<file path="src/rtl/alu_entry_pkg.sv">
// Shared definitions for the ALU operand entry block: state encodings and debounce default.
package alu_entry_pkg;

  localparam int unsigned DEBOUNCE_CYCLES_DEFAULT = 1000000;

  typedef enum logic [1:0] {
    LOAD_A  = 2'b00,
    LOAD_B  = 2'b01,
    LOAD_OP = 2'b10,
    SHOW    = 2'b11
  } state_e;

endpackage

</file>
<file path="src/rtl/alu_operand_entry_button_debounce.sv">
// Two-flop synchroniser, stable-count debouncer and registered rising-edge pulse for one button.
module button_debounce #(
  parameter int unsigned DEBOUNCE_CYCLES = 4
) (
  input  logic clk,
  input  logic rst,
  input  logic btn,
  output logic pulse
);

  localparam int unsigned CntW = $clog2(DEBOUNCE_CYCLES + 1);
  localparam logic [CntW-1:0] CntLast = CntW'(DEBOUNCE_CYCLES - 1);

  logic            sync1_q, sync2_q;
  logic            level_q, level_prev_q;
  logic [CntW-1:0] cnt_q;

  always_ff @(posedge clk) begin
    if (rst) begin
      sync1_q      <= 1'b0;
      sync2_q      <= 1'b0;
      level_q      <= 1'b0;
      level_prev_q <= 1'b0;
      cnt_q        <= '0;
      pulse        <= 1'b0;
    end else begin
      sync1_q      <= btn;
      sync2_q      <= sync1_q;
      level_prev_q <= level_q;
      pulse        <= level_q & ~level_prev_q;
      // Level flips on the DEBOUNCE_CYCLES-th consecutive cycle of disagreement.
      if (sync2_q != level_q) begin
        if (cnt_q == CntLast) begin
          level_q <= sync2_q;
          cnt_q   <= '0;
        end else begin
          cnt_q <= cnt_q + CntW'(1);
        end
      end else begin
        cnt_q <= '0;
      end
    end
  end

endmodule

</file>
<file path="src/rtl/alu_operand_entry.sv">
// Button-driven entry of adder operands A, B and mode/carry bits from four switches.
module alu_operand_entry
  import alu_entry_pkg::*;
#(
  parameter int unsigned DEBOUNCE_CYCLES = DEBOUNCE_CYCLES_DEFAULT
) (
  input  logic       clk,
  input  logic       rst,
  input  logic [3:0] sw,
  input  logic       btn_enter,
  input  logic       btn_clear,
  output logic [3:0] a,
  output logic [3:0] b,
  output logic       s0,
  output logic       s1,
  output logic       cin,
  output logic       valid,
  output logic [1:0] state_led
);

  state_e state;
  logic   enter_pulse, clear_pulse;

  button_debounce #(.DEBOUNCE_CYCLES(DEBOUNCE_CYCLES)) u_enter (
    .clk  (clk),
    .rst  (rst),
    .btn  (btn_enter),
    .pulse(enter_pulse)
  );

  button_debounce #(.DEBOUNCE_CYCLES(DEBOUNCE_CYCLES)) u_clear (
    .clk  (clk),
    .rst  (rst),
    .btn  (btn_clear),
    .pulse(clear_pulse)
  );

  // Clear wins over a coincident enter.
  always_ff @(posedge clk) begin
    if (rst || clear_pulse) begin
      state <= LOAD_A;
      a     <= 4'h0;
      b     <= 4'h0;
      s0    <= 1'b0;
      s1    <= 1'b0;
      cin   <= 1'b0;
      valid <= 1'b0;
    end else if (enter_pulse) begin
      unique case (state)
        LOAD_A: begin
          a     <= sw;
          state <= LOAD_B;
        end
        LOAD_B: begin
          b     <= sw;
          state <= LOAD_OP;
        end
        LOAD_OP: begin
          s0    <= sw[0];
          s1    <= sw[1];
          cin   <= sw[2];
          valid <= 1'b1;
          state <= SHOW;
        end
        SHOW: begin
          valid <= 1'b0;
          state <= LOAD_A;
        end
        default: state <= LOAD_A;
      endcase
    end
  end

  assign state_led = state;

endmodule
</file>
<file path="config.mk">
export PLATFORM = sky130hd
export DESIGN_NAME = alu_operand_entry
export DESIGN_NICKNAME = d
export VERILOG_FILES = /design/src/rtl/alu_entry_pkg.sv /design/src/rtl/alu_operand_entry_button_debounce.sv /design/src/rtl/alu_operand_entry.sv
export SDC_FILE = /design/constraint.sdc
export NUM_CORES = 1
export LEC_CHECK = 0
export ABC_AREA = 0
export CAP_MARGIN = 20
export CORE_MARGIN = 2
export CORE_UTILIZATION = 50
export CTS_CLUSTER_DIAMETER = 150
export DETAILED_ROUTE_END_ITERATION = 8
export PLACE_DENSITY = 0.7
export SETUP_SLACK_MARGIN = 0.5
export SLEW_MARGIN = 40
export SYNTH_ARGS = -nofsm -noshare
export SYNTH_HDL_FRONTEND = slang
export SYNTH_HIERARCHICAL = 1
export SYNTH_SLANG_ARGS = --single-unit
</file>
<file path="constraint.sdc">
create_clock -name clk -period 2.56 [get_ports clk]
set_clock_uncertainty 0.1 [all_clocks]
set_input_delay 0.768 -clock clk [delete_from_list [all_inputs] [get_ports clk]]
set_output_delay 0.768 -clock clk [all_outputs]
set_load 0.005 [all_outputs]
</file>
---- Yosys cells after proc, flatten, opt, wreduce, memory -nomap -nowiden ----
Cells that the tools add are included.
Widths: inputs -> output; s select.
word-level totals
  input bits .............................. 8
  register bits ........................... 64
  logic and storage cells ................. 47
  output and inout bits ................... 14
operators by class
  reduce and logical (&&, ||, !) cells .... 11
  multiplexer cells ....................... 2
  add/sub/neg operators ................... 2
  equal/unequal tests ..................... 7
  bitwise operators ....................... 6
operators by type and width
  operator               count
  $add 20x1->20 const B  2
  $eq 20x20->1 const B   2
  $reduce_and 2->1       6
  $pmux 2 s4             1
  $reduce_or 3->1        2
  $eq 2x2->1 const B     2
  $not 1->1              4
  $and 1x1->1            2
  $eq 2x1->1 const B     1
  $logic_not 2->1        1
  $ne 1x1->1             2
  $pmux 1 s2             1
  $reduce_bool 2->1      1
  $logic_or 1x1->1       1

---- Longest topological paths before layout ----
  word-level depth ........................ 3
  mapped depth ............................ 7
  mapped depth without buffers ............ 5

---- Cells and area by module ----
Netlist, hierarchy kept.
by module, submodules not included
  module                      instances  sequential area each (sq um)  area an instance (sq um)  cells an instance
  button_debounce at u_clear  1          500.5                         1,124.8                   121
  button_debounce at u_enter  1          500.5                         1,074.8                   119
  alu_operand_entry           1          280.3                         721.9                     70

---- Worst setup path after synthesis ----
Ideal clock, no wire load.
  kind .................................... flip-flop to flip-flop
  from .................................... reg u_enter.cnt_q[0]
  to ...................................... reg u_enter.cnt_q[14]
  cell stages (with the launch flop) ...... 7
  arrival ................................. 1.765 ns
  slack ................................... 0.581 ns
  period minus slack after synthesis ...... 1.979 ns
  path buffers ............................ 1
  required time ........................... 2.345 ns
  library setup time ...................... 0.115 ns
  path through ............................ dfxtp_1 -> ha_1 -> nand4_2 -> or4_4 -> o21ai_4 -> buf_4 -> nor2_1
on the way
  cells in the longest elaborated chain, start to end .. 2
  elaborated cells on any way between the ends .. 3
  classes of those cells .................. 1 x add/sub; 1 x eq/ne; 1 x reduce/logical
RTL lines
  element                                                line                                     source
  start: declaration                                     alu_operand_entry_button_debounce.sv:16  logic [CntW-1:0] cnt_q;
  start signal: assignment                               alu_operand_entry_button_debounce.sv:37  cnt_q <= cnt_q + CntW'(1);
  branches (longest 2 deep; another with $add 20x1->20)  -
Several ways; the timed one is not identified.
A chain may end at the register's enable or synchronous reset.

---- Worst setup path after layout ----
  from .................................... reg u_enter.cnt_q[2]
  to ...................................... reg u_enter.cnt_q[19]
Same word-level chain as after synthesis.

==> reports/metrics.yaml <==
grt:
  antenna_found_initial: 0
  grt_max_degree: 28
  grt.total_usage_pct: 18.7
  overflow: 0
  grt_pass1_wl_microns: 9320
  grt_pass1_vias: 2093
logic_synthesis:
  synth_flop_cell: "dfxtp_1"
  netlist_top_cells_area: "dfxtp_1, xnor2_1, nor2_1"
  seq_area_frac_synth_pct: 43.9
  syn_inst: 310
  yosysWarningCount: 6
  yosysTopAreaCell: "dfxtp_1"
  synth_fp_nets: 325
  synth_top_area_share_pct: 43.9
  synth-edff-count: 0
  synth_seq_cells: 64
  ys_types: 40
  synthArstFlopShare_pct: 0
  syn_area_sq_um: 2920
  syn_area_per_cell_sq_um: 9.42
clocking:
  cts.clk_slew.worst_paths_ns: 0.07
  cts_tree: "done"
  cts.sinks: 64
  numCtsBuffers: 9
  clk_latency_ns: 0.34
  cts.path.max_buffers: 2
  ctsHoldBuffers: 0
  cts-root-buf: "clkbuf_8"
  cts_max_level: 3
power:
  netSwitchingPower_mw: 0.397
  comb_power_share_pct: 2.0
  finalPower_mw: 1.91
  seqPwrFrac_pct: 52.2
  power_frac_clock_pct: 45.8
  ir_worst_vdd_mv: 0.370
  internal_power_mw: 1.52
  switching_share_pct: 20.8
  p_leak_nw: 1.25
  powerDensity_nw_per_um2: 556
detailed_routing:
  viasPerCell: 5.36
  top_layer: "met4"
  dr_wl_met3_microns: 208
  first_pass_iters: 4
  drt_iter0_markers: 137
  drcViolationCount: 0
  wl_met2_microns: 2530
  drt-total-wl_microns: 5440
  met1_length_microns: 2570
  ant_nets: 0
  wl_per_cell_microns: 13.1
  via_count: 2226
finish:
  nets: 353
  diodes: 0
  postLayoutCellArea_sq_um: 3440
  layout-drive-gt1-share_pct: 16.6
  mostFrequentLayoutCells: "dfxtp_1, nor2_1, nand3_1"
  nFillCells: 481
  register_area_sq_um: 1290
  area.growth.synth_to_final_pct: 17.9
  final_common_cell: "dfxtp_1"
  multi_input_area_sq_um: 1520
sta:
  min_period_over_period_pct: 76.7
  fmax_ghz: 0.509
  fin_tns_setup_ns: 0
  fin_crit_ns: 1.96
  timing_hold_violations_final: 0
  setup_viol: 0
  maxSlewViolCount: 0
  worstMarginPinSlew_ns: 0.487
  rsz0062_at_grt: "true"
  slew_headroom_pct: 67.5
  hold_ws_ns: 0.284
floorplanning:
  initial_core_util_pct: 52.4
  dieArea_sq_um: 6470
  core-area_sq_um: 5570
  io_pins: 22
  die_height_microns: 80.4
  core.rowCount: 27
  die_x_microns: 80.4
setup_path:
  crit_fanout: 6
  endpoint_kind: "flip-flop"
  crit_slowest_cell: "or4_1"
  critPathRequiredTime_ns: 2.74
  critPathKind: "flip-flop to flip-flop"
  crit_chain: "nand4_1 > or4_1 > or3_1 > a21oi_1"
  slowest_delay_ns: 0.60
  startpoint_type: "flip-flop"
  arrival_ns: 2.14
  r2r_setup_slack_ns: 0.60
hold_path:
  worstHoldPathType: "flip-flop to flip-flop"
placed_design:
  place.gp.congestion: 0.753
  place_hpwl_microns: 3690
  io_buffer_count: 21
  placedInstanceArea_sq_um: 3140
run:
  drv_cap: 0
run_status:
  status: "completed"
## worst max-delay path: cells and delay by family (launching register included)
family / cells / cell delay, ns
AOI/OAI and AO/OA: 1 / 0.15
DFF: 1 / 0.48
and+or+nand+nor: 3 / 1.18
## path summary, 6_finish.rpt
check | from | cells past startpoint | to
min reg2reg | u_clear/level_prev_q | 1 | u_clear/pulse
min | u_clear/level_prev_q | 1 | u_clear/pulse
max | u_enter/cnt_q[2] | 4 | u_enter/cnt_q[19]
max reg2reg | u_enter/cnt_q[2] | 4 | u_enter/cnt_q[19]
## routing by layer
metal  track usage (%)  vias up
li1                  -     1142
met1              23.5     1037
met2              28.9       36
met3              6.07       11
met4              8.81        0
met5                 0        -
## layout make-up
| type | instances | share of cell area [%] |
|---|---|---|
| multi-input cells | 221 | 44.0 |
| flip-flops and latches | 64 | 37.5 |
| repair buffers | 28 | 8.58 |
| clock buffers | 13 | 4.61 |
| well taps | 72 | 2.62 |
| inverters | 14 | 1.53 |
| clock inverters | 3 | 1.16 |
## synth_stat cells (2+ instances only)
library cell	number
mux2i_1	3
nor4b_1	4
a21oi_1	10
or4_1	5
ha_1	7
buf_6	5
or3_1	3
xor2_1	6
o21ai_0	5
clkbuf_1	3
a21bo_2	11
nand4_4	2
nor2b_1	6
dfxtp_1	64
o31ai_1	3
nand2_1	11
inv_1	14
nand3_1	25
nand4_1	8
nor3_1	10
or2_1	2
a211oi_1	2
a21oi_2	9
nand2b_1	3
xnor2_1	24
nor2_1	42
nor4_1	10
## per-stage QoR
stage | instances | util, % | worst slack (ns)
floorplan | 310 | - | 0.581
global placement | 395 | 56.4 | 0.398
detailed placement | 395 | 56.4 | 0.363
CTS | 413 | 60.7 | 0.460
global route | 415 | 61.8 | 0.481
finish | 415 | 61.8 | 0.596
## power by group through the flow
stage / clock network [mW] / registers, mW / logic (mW)
6_report: 0.877 / 1.00 / 0.0384
5_1_grt: 0.944 / 0.999 / 0.0425
4_1_cts: 0.896 / 0.999 / 0.0381
3_5_place_dp: 0 / 1.02 / 0.0357
3_3_place_gp: 0 / 1.02 / 0.0352
2_1_floorplan: 0 / 1.02 / 0.0209
## sequential cells by signal, summed over array words and instances, names as in the netlist, 2 cells and up
register,cells
a,4
b,4
state_led,2
u_clear/cnt_q,20
u_enter/cnt_q,20
## logic make-up after synthesis
family	Yosys count	synth area share, %
simple gates	137	25.7
fa+ha+maj	7	3.00
buf+inv	25	5.22
xor+xnor	30	8.99
compound gates	44	12.2
flops	64	43.9
mux	3	1.03
## timing repair
action / CTS / global route
pin swaps: 1 / 1
buffers inserted: 2 / 2
endpoints found under the setup margin: 24 / 47
gates resized for setup: 10 / 14
(Power assumes the default switching activity.)
